`config.mk`:
```
export PLATFORM = sky130hd
export DESIGN_NAME = sequential_division_flat
export DESIGN_NICKNAME = d
export VERILOG_FILES = /design/src/rtl/calc_pkg.sv /design/src/rtl/sequential_division_if.sv /design/src/rtl/sequential_division_div_step.sv /design/src/rtl/sequential_division.sv /design/src/flat_wrapper.sv
export SDC_FILE = /design/constraint.sdc
export NUM_CORES = 1
export LEC_CHECK = 0
export BUFFER_PORTS_ARGS = -buffer_cell sky130_fd_sc_hd__buf_4
export CAP_MARGIN = 0
export CORE_MARGIN = 1
export CORE_UTILIZATION = 50
export CTS_CLUSTER_DIAMETER = 150
export DETAILED_ROUTE_END_ITERATION = 8
export PLACE_DENSITY_LB_ADDON = 0.2
export SLEW_MARGIN = 40
export SYNTH_ARGS = -nofsm -noshare
export SYNTH_HDL_FRONTEND = slang
export SYNTH_SLANG_ARGS = --single-unit
```
`constraint.sdc`:
```
create_clock -name clk -period 6.4 [get_ports clk]
set_input_delay 0.32 -clock clk [delete_from_list [all_inputs] [get_ports clk]]
set_output_delay 0.32 -clock clk [all_outputs]
set_load 0.02 [all_outputs]
```
`src/rtl/calc_pkg.sv`:
```
// Shared calculator definitions: divider FSM states and the default operand/result widths
// used by both the multiply and divide units.
package calc_pkg;

   localparam int CALC_OPERAND_W = 4;
   localparam int CALC_RESULT_W  = 8;

   typedef enum logic [1:0] {
      IDLE = 2'd0,
      RUN  = 2'd1,
      DONE = 2'd2
   } div_state_t;

endpackage : calc_pkg

```
`src/rtl/sequential_division_if.sv`:
```
// Start/busy/done handshake and operand/result bus of the sequential divider.
interface sequential_division_if
   import calc_pkg::*;
#(
   parameter int DIVIDEND_W = CALC_RESULT_W,
   parameter int DIVISOR_W  = CALC_OPERAND_W
) ();

   logic                  start;
   logic [DIVIDEND_W-1:0] dividend;
   logic [DIVISOR_W-1:0]  divisor;
   logic                  busy;
   logic                  done;
   logic [DIVIDEND_W-1:0] quotient;
   logic [DIVISOR_W-1:0]  remainder;
   logic                  div_zero;

   modport master (
      output start, dividend, divisor,
      input  busy, done, quotient, remainder, div_zero
   );

   modport slave (
      input  start, dividend, divisor,
      output busy, done, quotient, remainder, div_zero
   );

endinterface : sequential_division_if

```
`src/rtl/sequential_division_div_step.sv`:
```
// One combinational restoring-division step: shift in a dividend bit, trial-subtract the
// divisor, keep the difference when it does not go negative.
module div_step #(
   parameter int DIVISOR_W = 4
) (
   input  logic [DIVISOR_W:0]   i_rem,
   input  logic                 i_bit,
   input  logic [DIVISOR_W-1:0] i_divisor,
   output logic [DIVISOR_W:0]   o_rem,
   output logic                 o_q
);

   logic [DIVISOR_W+1:0] w_shift;
   logic [DIVISOR_W:0]   w_diff;

   assign w_shift = {i_rem, i_bit};
   // Only the low bits of the difference matter: when it is kept it fits in DIVISOR_W+1 bits.
   assign w_diff  = w_shift[DIVISOR_W:0] - {1'b0, i_divisor};
   assign o_q     = (w_shift >= {2'b00, i_divisor});
   assign o_rem   = o_q ? w_diff : w_shift[DIVISOR_W:0];

endmodule : div_step

```
`src/rtl/sequential_division.sv`:
```
// Multi-cycle unsigned restoring divider, one quotient bit per clock, start/busy/done handshake.
// Optional macro DIV_ZERO_DETECT_EN: zero divisor skips iteration and flags div_zero.
module sequential_division
   import calc_pkg::*;
#(
   parameter int DIVIDEND_W = CALC_RESULT_W,
   parameter int DIVISOR_W  = CALC_OPERAND_W
) (
   input logic                  clk,
   input logic                  rst,
   sequential_division_if.slave bus
);

   localparam int                CNT_W    = $clog2(DIVIDEND_W + 1);
   localparam logic [CNT_W-1:0]  CNT_ONE  = CNT_W'(1);
   localparam logic [CNT_W-1:0]  CNT_LOAD = CNT_W'(DIVIDEND_W);

   div_state_t            r_state;
   div_state_t            w_next_state;
   logic [CNT_W-1:0]      r_cnt;
   logic [DIVIDEND_W-1:0] r_dvd;
   logic [DIVISOR_W-1:0]  r_dvs;
   logic [DIVISOR_W:0]    r_rem;
   logic [DIVIDEND_W-1:0] r_quot;
   logic [DIVISOR_W-1:0]  r_rem_out;
   logic                  r_div_zero;

   logic                  w_accept;
   logic                  w_last;
   logic                  w_zero;
   logic [DIVISOR_W:0]    w_step_rem;
   logic                  w_step_q;

`ifdef DIV_ZERO_DETECT_EN
   assign w_zero = (bus.divisor == {DIVISOR_W{1'b0}});
`else
   assign w_zero = 1'b0;
`endif

   assign w_accept = bus.start && ((r_state == IDLE) || (r_state == DONE));
   assign w_last   = (r_state == RUN) && (r_cnt == CNT_ONE);

   div_step #(.DIVISOR_W(DIVISOR_W)) u_step (
      .i_rem     (r_rem),
      .i_bit     (r_dvd[DIVIDEND_W-1]),
      .i_divisor (r_dvs),
      .o_rem     (w_step_rem),
      .o_q       (w_step_q)
   );

   // State register.
   always_ff @(posedge clk) begin
      if (rst) begin
         r_state <= IDLE;
      end else begin
         r_state <= w_next_state;
      end
   end

   // Next-state decode; DONE accepts a new start just like IDLE.
   always_comb begin
      w_next_state = r_state;
      case (r_state)
         IDLE, DONE: begin
            if (bus.start) begin
               w_next_state = w_zero ? DONE : RUN;
            end else begin
               w_next_state = IDLE;
            end
         end
         RUN: begin
            if (r_cnt == CNT_ONE) begin
               w_next_state = DONE;
            end else begin
               w_next_state = RUN;
            end
         end
         default: w_next_state = IDLE;
      endcase
   end

   // Datapath: quotient bits shift into the dividend register as its bits are consumed.
   always_ff @(posedge clk) begin
      if (rst) begin
         r_cnt      <= {CNT_W{1'b0}};
         r_dvd      <= {DIVIDEND_W{1'b0}};
         r_dvs      <= {DIVISOR_W{1'b0}};
         r_rem      <= {(DIVISOR_W + 1){1'b0}};
         r_quot     <= {DIVIDEND_W{1'b0}};
         r_rem_out  <= {DIVISOR_W{1'b0}};
         r_div_zero <= 1'b0;
      end else if (w_accept) begin
         r_dvd <= bus.dividend;
         r_dvs <= bus.divisor;
         r_rem <= {(DIVISOR_W + 1){1'b0}};
         r_cnt <= CNT_LOAD;
         if (w_zero) begin
            r_quot     <= {DIVIDEND_W{1'b1}};
            r_rem_out  <= bus.dividend[DIVISOR_W-1:0];
            r_div_zero <= 1'b1;
         end
      end else if (r_state == RUN) begin
         r_dvd <= {r_dvd[DIVIDEND_W-2:0], w_step_q};
         r_rem <= w_step_rem;
         r_cnt <= r_cnt - CNT_ONE;
         if (w_last) begin
            r_quot     <= {r_dvd[DIVIDEND_W-2:0], w_step_q};
            r_rem_out  <= w_step_rem[DIVISOR_W-1:0];
            r_div_zero <= 1'b0;
         end
      end
   end

   assign bus.busy      = (r_state == RUN);
   assign bus.done      = (r_state == DONE);
   assign bus.quotient  = r_quot;
   assign bus.remainder = r_rem_out;
   assign bus.div_zero  = r_div_zero;

endmodule : sequential_division

```
`src/flat_wrapper.sv`:
```
// flat-port wrapper written by rule: the top's interface ports become plain ports
module sequential_division_flat import calc_pkg::*;
#(
   parameter int DIVIDEND_W = CALC_RESULT_W,
   parameter int DIVISOR_W  = CALC_OPERAND_W
)
  (clk, rst, bus_start, bus_dividend, bus_divisor, bus_busy, bus_done, bus_quotient, bus_remainder, bus_div_zero);
  sequential_division_if #(.DIVIDEND_W(DIVIDEND_W), .DIVISOR_W(DIVISOR_W)) bus_i ();
  input logic clk;
  input logic rst;
  input wire logic [$bits(bus_i.start)-1:0] bus_start;
  input wire logic [$bits(bus_i.dividend)-1:0] bus_dividend;
  input wire logic [$bits(bus_i.divisor)-1:0] bus_divisor;
  output wire logic [$bits(bus_i.busy)-1:0] bus_busy;
  output wire logic [$bits(bus_i.done)-1:0] bus_done;
  output wire logic [$bits(bus_i.quotient)-1:0] bus_quotient;
  output wire logic [$bits(bus_i.remainder)-1:0] bus_remainder;
  output wire logic [$bits(bus_i.div_zero)-1:0] bus_div_zero;
  assign bus_i.start = bus_start;
  assign bus_i.dividend = bus_dividend;
  assign bus_i.divisor = bus_divisor;
  assign bus_busy = bus_i.busy;
  assign bus_done = bus_i.done;
  assign bus_quotient = bus_i.quotient;
  assign bus_remainder = bus_i.remainder;
  assign bus_div_zero = bus_i.div_zero;
  sequential_division #(.DIVIDEND_W(DIVIDEND_W), .DIVISOR_W(DIVISOR_W)) u_core (.clk(clk), .rst(rst), .bus(bus_i));
endmodule
```
# --- Word-level counts from Yosys, hierarchy flattened ---
# Index checks and enable logic that the tools add are counted.
totals:
  regBits: 35
  in_bits: 15
  wordCells: 31
classes:
  addsub: 2
  order_cmp: 1
  eq_ne: 3
  muxes: 8
  n_bitwise: 1
  reduce_logical: 8
ops:
  columns: ["cell", "n"]
  rows:
  - ["2-to-1 mux 8 bit", 2]
  - ["2-to-1 mux 4 bit", 2]
  - ["greater-or-equal comparator 6 x 4 -> 1 bit", 1]
  - ["2-to-1 mux 5 bit", 1]
  - ["subtractor 5 x 4 -> 5 bit", 1]
  - ["equality test 4 x 1 -> 1 bit (second input constant)", 1]
  - ["case mux 2 bit (2 select lines)", 1]
  - ["OR reduction 2 bit", 2]
  - ["subtractor 4 x 1 -> 4 bit (second input constant)", 1]
  - ["AND reduction 3 bit", 1]
  - ["equality test 2 x 1 -> 1 bit (second input constant)", 1]
  - ["equality test 2 bit (second input constant)", 1]
  - ["logical AND 1 bit", 2]
  - ["logical NOT 2 bit", 1]
  - ["2-to-1 mux 2 bit", 1]
  - ["nonzero test 2 bit", 1]
  - ["logical OR 1 bit", 1]
  - ["2-to-1 mux 1 bit", 1]
  - ["NOT 1 bit", 1]

# --- Depth between registers and ports, before layout ---
# Gate-level depths: netlist of run 1.
logic_depth:
  depth_word: 5
  ltp_mapped: 8
  depth_no_buf: 8

# --- By module ---
# Synthesis of run 1 repeated with hierarchy kept, for this count alone.
hier_totals:
  hier_cells: 199
  hier_area_um2: 1646.6
by_module_without_submodules:
  columns: ["module", "instances", "cells_each", "area_each_um2"]
  rows:
  - ["sequential_division", 1, 170, 1412.6]
  - ["div_step", 1, 29, 234.0]

# --- Least setup slack after synthesis of run 1 ---
# Ideal clock, no wire load.
synth_path:
  path_type: "register to register"
  start: "reg u_core.r_dvd[7]"
  end: "reg u_core.r_rem[1]"
  setup_ns: 0.150
  arrival_time_ns: 2.123
  t_required_ns: 6.250
  slack_ns: 4.126
  path_stages_with_launch: 9
  path_buffers: 0
  path_cell_list: "dfxtp_1 -> inv_1 -> ha_1 -> inv_1 -> fa_1 -> a21o_2 -> a2111oi_4 -> mux2i_1 -> a211oi_1"
synth_via:
  elab_chain_cells: 2
  elab_cells_between_ends: 3
synth_rtl:
  columns: ["element", "line_no", "text"]
  rows:
  - ["start: declaration", "sequential_division.sv:21", "logic [DIVIDEND_W-1:0] r_dvd;"]
  - ["start signal: assignment", "sequential_division.sv:86", "r_dvd <= {DIVIDEND_W{1'b0}};"]
  - ["start signal: assignment", "sequential_division.sv:93", "r_dvd <= bus.dividend;"]
  - ["start signal: assignment", "sequential_division.sv:103", "r_dvd <= {r_dvd[DIVIDEND_W-2:0], w_step_q};"]
  - ["subtractor 5 x 4 -> 5 bit / greater-or-equal comparator 6 x 4 -> 1 bit (equally long branches)", "sequential_division_div_step.sv:18, sequential_division_div_step.sv:19", null]
  - ["2-to-1 mux 5 bit (*)", "sequential_division_div_step.sv:20", "assign o_rem = o_q ? w_diff : w_shift[DIVISOR_W:0];"]
  - ["end signal: assignment", "sequential_division.sv:88", "r_rem <= {(DIVISOR_W + 1){1'b0}};"]
  - ["end signal: assignment", "sequential_division.sv:95", "r_rem <= {(DIVISOR_W + 1){1'b0}};"]
  - ["end signal: assignment", "sequential_division.sv:104", "r_rem <= w_step_rem;"]
  - ["end: declaration", "sequential_division.sv:23", "logic [DIVISOR_W:0] r_rem;"]
# Every way passes the cells marked *; elsewhere a longest branch is shown, timed or not.
# A chain may end at the register's enable or synchronous reset.

# --- Worst setup path after layout of run 1 ---
# Ends and elaborated chain as after synthesis.

==> summary.md, run 1 <==
| Metric | Value |
|---|---|
| Status | `completed` |
| Wire per inst | `13.0 um` |
| Initial Utilization | `52.7%` |
| DP HPWL | `approximately 2.4 mm` |
| CTS tree | `done` |
| Prevailing post-synth register cell | `dfxtp_1` |
| Area Overhead vs Synth | `15.6%` |
| Lkg Pwr | `0.740 nW` |
| Cts hold-fix bufs | `0` |
| Die area | `between 3000 and 4000 um2` |
| Post-synth cell types | `36` |
| # H-tree levels | `2` |
| Netlist Area Pre-Place | `1600 um2` |
| Met2 wire length | `between 1.5 and 2 mm` |
| Final Hold Vio Count | `0` |
| Final core utilization | `60.9%` |
| Final #Nets | `around 230` |
| Max cap viols | `0` |
| WL met1 | `1.42 mm` |
| Iteration-0 DRC Markers | `between 40 and 50` |
| Final period util | `just under 40%` |
| Post-Synthesis Cells | `188` |
| Post-cts sizing count | `0` |
| Reg2reg path depth | `8` |
| RSZ-0062 raised after global routing | `false` |
| Slew HR | `49.9%` |
| Clock Skew | `0.00593 ns` |
| Worst r2r src | `u_core.r_dvd[7]$_SDFFE_PP0P_` |
| Crit path kind | `register to register` |
| Met3 wire len | `about 240 um` |
| Layout cell share with drive strength beyond 1 | `a little under a fifth` |
| WP data required | `6.64 ns` |
| Fill count | `283` |
| Die width | `58.5 um` |
| Final worst path period need | `2.51 ns` |
| Mean Syn Cell Area | `8.49 um2` |
| Detail Route Antenna Nets | `0` |
| Clk slew on worst S/H paths | `around 0.10 ns` |
| # rows | `20` |
| Number of inserted diodes | `0` |
| Inserted Clock Buffers | `5` |
| Port Buf Inserts | `28` |
| Multi-input gate area | `slightly below 800 um2` |
| Hold crit path type | `primary input to register` |
| Ys async rst share | `0%` |
| Root buffer cell | `clkbuf_4` |
| Clock tree sinks | `35` |
| WP data arrival | `2.75 ns` |
| Top sig layer | `met4` |
| Initial antenna violation count | `0` |
| Worst Setup EP | `u_core.r_rem[1]$_SDFFE_PP0N_` |
| Gp weighted congestion | `0.831` |
| Register area share after synthesis | `a little over two fifths` |
| DR DRC count | `0` |
| Flops & latches, synth | `35` |
| Crit path from | `u_core.r_dvd[7]$_SDFFE_PP0P_` |
| Setup crit end kind | `register` |
| Commonest non-fill, non-tap cell in the layout | `dfxtp_1` |
| Worst vdd ir | `0.153 mV` |
| Sequential standard cell area | `701 um2` |
| Clock Latency Late Sink | `0.32 ns` |
| Commonest cells after routing, fill and taps aside | `dfxtp_1 (35), buf_4 (28), nand2_1 (25)` |
| Synth Warn # | `0` |
| Final wirelength | `3.28 mm` |
| Worst reg-to-reg setup slack | `3.89 ns` |
| DRT Pass-1 Iters | `4` |
| Syn_nets | `210` |
| Cell Pwr Density | `245 nW/um2` |
| Via Count | `1358` |
| Worst r2r dst | `u_core.r_rem[1]$_SDFFE_PP0N_` |
| Vias in the first global route | `1259` |
| Post CTS Setup Buffer Count | `0` |
| Longest Clk Path Bufs | `2` |
| GR Overflow Total | `0` |
| Core ar. | `a little over 3000 um2` |
| Worst-Margin Slew | `0.752 ns` |
| Fmax | `0.398 GHz` |
| Fin. max-slew vios | `0` |
| Final setup viols | `0` |
| Overall routing resource usage | `21.5%` |
| Avg Vias per Cell | `5.37` |
| Setup TNS | `0 ns` |
| Crit path launch type | `register` |
| Largest fanout on the critical path | `10` |
| First-pass GRT wire length | `5.47 mm` |
| Post-synth EDFFs | `0` |
| Largest net degree at the start of global routing | `29` |
| I/O pin count | `30` |
| Chip height | `58.5 um` |
## worst min path at each step
stage                                         from                                   to  slack (ns)  cells after the start
5_1_grt                             bus_divisor[2]         u_core.r_dvs[2]$_SDFFE_PP0P_        0.23                      3
3_3_place_gp   u_core.bus.quotient[2]$_SDFFE_PP0P_  u_core.bus.quotient[2]$_SDFFE_PP0P_        0.44                      2
2_1_floorplan         u_core.r_dvd[0]$_SDFFE_PP0P_  u_core.bus.quotient[1]$_SDFFE_PP0P_        0.44                      2
3_5_place_dp   u_core.bus.quotient[2]$_SDFFE_PP0P_  u_core.bus.quotient[2]$_SDFFE_PP0P_        0.45                      2
6_report                            bus_divisor[2]         u_core.r_dvs[2]$_SDFFE_PP0P_        0.23                      3
4_1_cts                             bus_divisor[2]         u_core.r_dvs[2]$_SDFFE_PP0P_        0.22                      3
## power breakdown
part           switching [mW]  internal, mW  leakage, nW
Clock                  0.0662        0.0391       0.0242
Combinational          0.0599        0.0448        0.430
Sequential             0.0105         0.231        0.286
Total                   0.137         0.315        0.740
## layout make-up
class,instances,area share (%)
repair buffers,28,11.4
clock buffers,6,2.24
flip-flops and latches,35,38.0
multi-input cells,128,42.9
inverters,12,2.44
well taps,44,2.99
## worst max-delay path: stages (launching register included)
cell	delay [ns]
dfxtp_1	0.33
inv_1	0.07
ha_1	0.15
inv_1	0.06
fa_1	0.48
a21o_2	0.24
a2111oi_4	0.65
mux2i_1	0.19
a211oi_1	0.27
## through the flow
step                      cells  hold WS (ns)  setup WS (ns)  power, mW  instance area (um2)
after CTS                   253         0.220           3.89      0.455                 1840
final                       253         0.230           3.89      0.452                 1840
after detailed placement    247         0.447           3.89      0.350                 1800
after global routing        253         0.233           3.73      0.479                 1840
after floorplan             188         0.442           4.13      0.327                 1600
after global placement      247         0.444           3.96      0.347                 1800
## state kept, by name, indices dropped and copies added, names as in the netlist
| name | count |
|---|---|
| u_core.bus.quotient | 8 |
| u_core.r_dvd | 8 |
| u_core.r_rem | 5 |
| u_core.bus.remainder | 4 |
| u_core.r_cnt | 4 |
| u_core.r_dvs | 4 |
| u_core.r_state | 2 |
## logic make-up after synthesis
family,count (synthesis),share of synthesized area (%)
other,1,0.235
adder cells (fa/ha/maj),7,5.96
XOR/XNOR,4,2.20
buffers and inverters,25,6.59
AND/OR/NAND/NOR,65,17.8
multiplexers,6,3.84
flip-flops,35,43.9
AO/OA/AOI/OAI,45,19.5
## Yosys cell counts (all sizes together), types with 3 or more instances
library cell	instances	share of area, %
ha	6	4.7
o211ai	4	1.9
dfxtp	35	44
a211oi	7	3.3
nor3	6	1.9
nand2b	3	1.2
nand2	25	5.9
a21oi	20	6.3
clkbuf	9	2.1
nor2	23	5.4
o22ai	5	2.0
buf	4	1.6
inv	11	2.6
mux2i	5	3.1
## routing by layer
metal	track usage, %	vias up
met1	25.4	618
met3	6.37	2
li1	-	686
met2	36.1	52
met5	0	-
met4	9.18	0
Note: power is estimated with default switching activity, not from simulation.
==> inputs of run 2 (changes only) <==
--- a/config.mk
+++ b/config.mk
@@ -8,7 +8,7 @@
 export BUFFER_PORTS_ARGS = -buffer_cell sky130_fd_sc_hd__buf_4
 export CAP_MARGIN = 0
 export CORE_MARGIN = 1
-export CORE_UTILIZATION = 50
+export CORE_UTILIZATION = 49
 export CTS_CLUSTER_DIAMETER = 150
 export DETAILED_ROUTE_END_ITERATION = 8
 export PLACE_DENSITY_LB_ADDON = 0.2
==> constraint.sdc (replaced) <==
create_clock -name clk -period 2.24 [get_ports clk]
set_input_delay 0.112 -clock clk [delete_from_list [all_inputs] [get_ports clk]]
set_output_delay 0.112 -clock clk [all_outputs]
set_load 0.02 [all_outputs]
==> run 2 against run 1 <==
Against the previous run: flip-flop and latch count stayed put; register-to-register slack worse by 3.8 ns; clock power grew to 3.3 times the previous value; wire length is 12% higher; fmax is 18% higher; global-route usage is 1.6 points higher.
==> summary.md, run 2 (synthesized netlist as in run 1, its figures left out) <==
| Metric | Value |
|---|---|
| Status | `completed` |
| Clock Skew | `0.00935 ns (+0.00342 ns)` |
| Fmax | `0.470 GHz (+18%)` |
| Placed cell count | `252 (+2.0%)` |
| Internal | `973 uW (+210%)` |
| Final worst path period need | `2.13 ns (-0.385 ns)` |
| Final core utilization | `63.1% (+2.2 points)` |
| Largest fanout on the critical path | `7 (-3)` |
| Crit path launch type | `register` |
| Worst Hold Launch | `bus_divisor[2]` |
| Worst vdd ir | `0.350 mV (+130%)` |
| WP data required | `2.47 ns (-4.17 ns)` |
| Initial Utilization | `51.8% (-0.86 points)` |
| Switching share of power | `30.6% (+0.30 points)` |
| WP data arrival | `2.35 ns (-0.40 ns)` |
| Core ar. | `3080 um2 (+1.7%)` |
| Cell Pwr Density | `721 nW/um2 (+190%)` |
| Worst r2r src | `u_core.r_dvd[7]$_SDFFE_PP0P_` |
| Max cap viols | `0 (unchanged)` |
| Overall routing resource usage | `23.0% (+1.6 points)` |
| Final WS setup | `0.114 ns (-3.77 ns)` |
| Fin. max-slew vios | `0 (unchanged)` |
| # H-tree levels | `2 (unchanged)` |
| Area Overhead vs Synth | `21.8%` |
| Total power draw | `1.40 mW (+210%)` |
| Layout cell share with drive strength beyond 1 | `24.4% (+5.3 points)` |
| Lkg Pwr | `0.785 nW (+6.0%)` |
| Vias in the first global route | `1317 (+4.6%)` |
| Clk slew on worst S/H paths | `0.10 ns (about the same)` |
| Setup TNS | `0 ns (unchanged)` |
| Sequential power share | `49.5% (-4.0 points)` |
| Finished Layout Cells | `261 (+3.2%)` |
| Port Buf Inserts | `28 (unchanged)` |
| Clock Latency Late Sink | `0.34 ns (+0.02 ns)` |
| Post-route cell area | `1940 um2 (+5.4%)` |
| Final #Nets | `239 (+3.0%)` |
| Clock tree sinks | `35 (unchanged)` |
| Number of inserted diodes | `0 (unchanged)` |
| Die area | `3490 um2 (+2.0%)` |
| Avg Vias per Cell | `5.39 (+0.36%)` |
| Final period util | `94.9% (+56 points)` |
| Iteration-0 DRC Markers | `38 (-21%)` |
| Largest net degree at the start of global routing | `29 (unchanged)` |
| Hold crit path type | `primary input to register` |
| Chip height | `59.1 um (+0.98%)` |
| Initial antenna violation count | `0 (unchanged)` |
| Wire per inst | `14.1 um (+8.8%)` |
| Die width | `59.1 um (+0.98%)` |
| Hold slack | `0.00745 ns (-0.222 ns)` |
| DRT Pass-1 Iters | `4 (unchanged)` |
| Final Hold Vio Count | `0 (unchanged)` |
| Clk pwr share | `24.7% (+1.4 points)` |
| Crit path from | `u_core.r_dvd[7]$_SDFFE_PP0P_` |
| Cts hold-fix bufs | `0 (unchanged)` |
| Crit path kind | `register to register` |
| Total net switching power | `428 uW (+210%)` |
| Worst reg-to-reg setup slack | `0.11 ns (-3.77 ns)` |
| Detail Route Antenna Nets | `0 (unchanged)` |
| GR Overflow Total | `0 (unchanged)` |
| DP HPWL | `2.61 mm (+11%)` |
| Final wirelength | `3.68 mm (+12%)` |
| Inserted Clock Buffers | `5 (unchanged)` |
| First-pass GRT wire length | `5.81 mm (+6.2%)` |
| Worst slack, placed | `-0.0112 ns (-3.90 ns)` |
| Longest Clk Path Bufs | `2 (unchanged)` |
| Setup crit end kind | `register` |
| Final setup viols | `0 (unchanged)` |
| CTS tree | `done` |
| Worst-Margin Slew | `0.557 ns (-0.195 ns)` |
| Commonest cells after routing, fill and taps aside | `buf_4 (34), dfxtp_1 (34), nand2_1 (25)` |
| # rows | `20 (unchanged)` |
| DR DRC count | `0 (unchanged)` |
| Comb pwr share | `25.8% (+2.6 points)` |
| Root buffer cell | `clkbuf_4` |
| Gp weighted congestion | `0.849 (+2.1%)` |
| I/O pin count | `30 (unchanged)` |
| RSZ-0062 raised after global routing | `true` |
| Slew HR | `62.9% (+13 points)` |
| Via Count | `1406 (+3.5%)` |
| Placed cell area | `1840 um2 (+2.1%)` |
==> run 2: worst paths after layout <==
kind,end,cells past startpoint
setup reg to reg,u_core.bus.remainder[1]$_SDFFE_PP0P_,9
setup / recovery,u_core.bus.remainder[1]$_SDFFE_PP0P_,9
hold reg to reg,u_core.bus.remainder[2]$_SDFFE_PP0P_,2
hold / removal,u_core.r_dvs[2]$_SDFFE_PP0P_,3
==> run 2: final cells by class <==
| class | count | area [um2] |
|---|---|---|
| multi-input combinational | 128 | 818 |
| timing repair buffer | 35 | 267 |
| tap | 44 | 55.1 |
| inverter | 12 | 45.0 |
| sequential | 35 | 702 |
| fill | 288 | 1130 |
| clock inverter | 1 | 5.00 |
| clock buffer | 6 | 51.3 |
==> run 2: what timing repair did <==
action	in CTS	in global routing
pin swaps	1	2
setup endpoints to repair	4	8
setup buffers	1	1
gates resized for setup	2	6
==> run 2: critical path, stage by stage (launching register included) <==
cell and delay (ns):
dfxtp_2 0.33, inv_1 0.07, ha_2 0.17, inv_1 0.05, fa_2 0.35, a21o_4 0.22
a2111oi_4 0.30, buf_6 0.18, mux2i_4 0.24, a211oi_1 0.10
==> run 2: power groups by stage <==
stage	combinational (mW)	sequential, mW	clock, mW
final	0.362	0.693	0.346
after CTS	0.333	0.691	0.351
after global placement	0.307	0.703	0
after floorplan	0.234	0.700	0
after global routing	0.394	0.698	0.380
after detailed placement	0.319	0.705	0
==> run 2: layer usage <==
layer  global-route usage, %  vias to the layer above  wire (um)
met5                       0                        -          0
met4                    9.52                        0         79
met3                    7.64                        8        188
met2                    39.9                       45       1820
met1                    25.8                      652       1590
li1                        -                      701          -
==> inputs of run 3 (changes only) <==
--- a/config.mk
+++ b/config.mk
@@ -11,6 +11,7 @@
 export CORE_UTILIZATION = 49
 export CTS_CLUSTER_DIAMETER = 150
 export DETAILED_ROUTE_END_ITERATION = 8
+export GPL_TIMING_DRIVEN = 0
 export PLACE_DENSITY_LB_ADDON = 0.2
 export SLEW_MARGIN = 40
 export SYNTH_ARGS = -nofsm -noshare
==> run 3 against run 2 <==
Against the previous run: sequential power is essentially flat; critical path type unchanged; die area did not move; utilization up 2.9 points; total power rose by 6.1%; setup slack worse by 0.083 ns; register-to-register slack got worse by 0.08 ns; non-clock buffer count rose by 11.
==> summary.md, run 3 (synthesized netlist as in run 1, its figures left out) <==
| Metric | Value |
|---|---|
| Status | `completed` |
| Iteration-0 DRC Markers | `46 (+21%)` |
| Crit path launch type | `register` |
| Overall routing resource usage | `23.1% (+0.075 points)` |
| Largest fanout on the critical path | `6 (-1)` |
| Layout cell share with drive strength beyond 1 | `26.2% (+1.8 points)` |
| Final period util | `98.7% (+3.7 points)` |
| Fmax | `0.453 GHz (-3.8%)` |
| Final worst path period need | `2.21 ns (+0.0835 ns)` |
| Avg Vias per Cell | `5.34 (-0.86%)` |
| Clk slew on worst S/H paths | `0.10 ns (about the same)` |
| Number of inserted diodes | `0 (unchanged)` |
| Post-route cell area | `2030 um2 (+4.6%)` |
| Worst r2r dst | `u_core.bus.remainder[1]$_SDFFE_PP0P_` |
| Lkg Pwr | `0.812 nW (+3.5%)` |
| Met3 Usage GRT | `4.80% (-2.8 points)` |
| Slew HR | `60.8% (-2.1 points)` |
| Critical Path Max Stage Delay | `0.41 ns (+0.06 ns)` |
| WP data required | `2.45 ns (-0.02 ns)` |
| Die area | `3490 um2 (unchanged)` |
| Largest net degree at the start of global routing | `11 (-62%)` |
| Fin. max-slew vios | `0 (unchanged)` |
| Area Overhead vs Synth | `27.4%` |
| # rows | `20 (unchanged)` |
| Hold Path Sink | `u_core.r_dvs[3]$_SDFFE_PP0P_` |
| DR DRC count | `0 (unchanged)` |
| Worst slack, placed | `-0.241 ns (-0.229 ns)` |
| Cell count of the worst hold path | `3 (unchanged)` |
| First-pass GRT wire length | `5.90 mm (+1.5%)` |
| Worst Hold Launch | `bus_divisor[3]` |
| Cts hold-fix bufs | `0 (unchanged)` |
| Final wirelength | `3.74 mm (+1.7%)` |
| Critical-path top delay cell | `fa_2` |
| Commonest cells after routing, fill and taps aside | `dfxtp_1 (33), buf_4 (32), nand2_1 (25)` |
| RSZ-0062 raised after global routing | `true` |
| Core ar. | `3080 um2 (unchanged)` |
| Cell Pwr Density | `731 nW/um2 (+1.5%)` |
| WP data arrival | `2.42 ns (+0.07 ns)` |
| Final setup viols | `0 (unchanged)` |
| Initial Utilization | `51.8% (unchanged)` |
| GR Overflow Total | `0 (unchanged)` |
| Commonest non-fill, non-tap cell in the layout | `dfxtp_1` |
| Max cap viols | `0 (unchanged)` |
| I/O pin count | `30 (unchanged)` |
| Wire per inst | `13.7 um (-2.8%)` |
| CTS tree | `done` |
| Hold crit path type | `primary input to register` |
| DRT Pass-1 Iters | `4 (unchanged)` |
| Initial antenna violation count | `0 (unchanged)` |
| Chip height | `59.1 um (unchanged)` |
| Top Usage Layer GRT | `met2` |
| Detail Route Antenna Nets | `0 (unchanged)` |
| Final #Nets | `250 (+4.6%)` |
| Gp weighted congestion | `0.935 (+10%)` |
| Final Hold Vio Count | `0 (unchanged)` |
| CP dominant cell by count | `inv_2` |
| Inserted Clock Buffers | `5 (unchanged)` |
| Vias in the first global route | `1349 (+2.4%)` |
| DP HPWL | `2.63 mm (+0.79%)` |
| Met1 Usage GRT | `27.3% (+1.5 points)` |
| Clock Latency Late Sink | `0.34 ns (about the same)` |
| Worst-path cell chain | `inv_2 -> ha_4 -> inv_2 -> fa_2 -> a21o_4 -> a2111oi_4 -> buf_6 -> mux2i_4 -> a211oi_2` |
| Worst vdd ir | `0.388 mV (+11%)` |
| Die width | `59.1 um (unchanged)` |
| Buf/Inv on CP | `3 (unchanged)` |
| # H-tree levels | `2 (unchanged)` |
| Root buffer cell | `clkbuf_4` |
| Met2 global-route usage | `39.9% (unchanged)` |
| Worst-Margin Slew | `0.588 ns (+0.0312 ns)` |
| Port Buf Inserts | `27 (-3.6%)` |
| Crit path kind | `register to register` |
| Worst reg-to-reg setup slack | `0.03 ns (-0.08 ns)` |
| Placed cell area | `1850 um2 (+0.82%)` |
| Final WS setup | `0.0302 ns (-0.0835 ns)` |
| Via Count | `1458 (+3.7%)` |
| CP delay by family, top | `compound AO/OA/AOI/OAI gates` |
| Reg2reg path depth | `9 (unchanged)` |
| Clock tree sinks | `35 (unchanged)` |
| Setup crit end kind | `register` |
| Worst r2r src | `u_core.r_dvd[7]$_SDFFE_PP0P_` |
| Clock Skew | `0.00760 ns (-0.00175 ns)` |
| Longest Clk Path Bufs | `2 (unchanged)` |
==> run 3: worst max-delay path by stage <==
stage	cells past startpoint	slack [ns]	to	start
6_report	9	0.03	u_core.bus.remainder[1]$_SDFFE_PP0P_	u_core.r_dvd[7]$_SDFFE_PP0P_
4_1_cts	9	0.02	u_core.r_rem[1]$_SDFFE_PP0N_	u_core.r_dvd[7]$_SDFFE_PP0P_
3_3_place_gp	8	-0.25	u_core.r_rem[1]$_SDFFE_PP0N_	u_core.r_dvd[7]$_SDFFE_PP0P_
5_1_grt	9	-0.06	u_core.bus.remainder[1]$_SDFFE_PP0P_	u_core.r_dvd[7]$_SDFFE_PP0P_
3_5_place_dp	8	-0.24	u_core.r_rem[1]$_SDFFE_PP0N_	u_core.r_dvd[7]$_SDFFE_PP0P_
2_1_floorplan	8	0.02	u_core.r_rem[1]$_SDFFE_PP0N_	u_core.r_dvd[7]$_SDFFE_PP0P_
==> run 3: routing by layer <==
| metal | vias up | part of all wire [%] |
|---|---|---|
| li1 | 732 | - |
| met1 | 669 | 42 |
| met2 | 47 | 50 |
| met3 | 10 | 5.7 |
| met4 | 0 | 2.0 |
| met5 | - | 0 |
==> run 3: power breakdown <==
group          switching (mW)  leakage (nW)  internal, mW
sequential             0.0328         0.287         0.661
clock                   0.199        0.0386         0.185
combinational           0.210         0.487         0.199
total                   0.441         0.812          1.04
==> run 3: cell type report <==
cell class                 instances  area, um2
fill                             269       1050
tap                               44       55.1
timing repair buffer              33        255
sequential                        35        703
clock buffer                       8       68.8
buffer                            13       61.3
inverter                          12       45.0
multi-input combinational        128        843
==> run 3: what timing repair did <==
item,4_1_cts,5_1_grt
pin swaps,2,10
setup endpoints to repair,9,9
buffers inserted,3,3
resized for setup,4,15
==> run 3: tightest hold or removal path: cells and delay by family <==
family        cells  cell delay, ns
simple gates      1            0.07
buf+inv           1            0.08
mux               1            0.05
==> run 3: per-stage QoR <==
step	hold WS [ns]	TNS, ns	utilization (%)	cells	power, mW
after floorplan	0.256	0	-	188	0.934
after global placement	0.343	-1.06	60.2	259	1.00
after detailed placement	0.349	-0.986	60.2	259	1.02
after CTS	0.00438	0	63.7	270	1.42
after global routing	0.0278	-0.219	66.0	273	1.56
final	0.00772	0	66.0	273	1.49
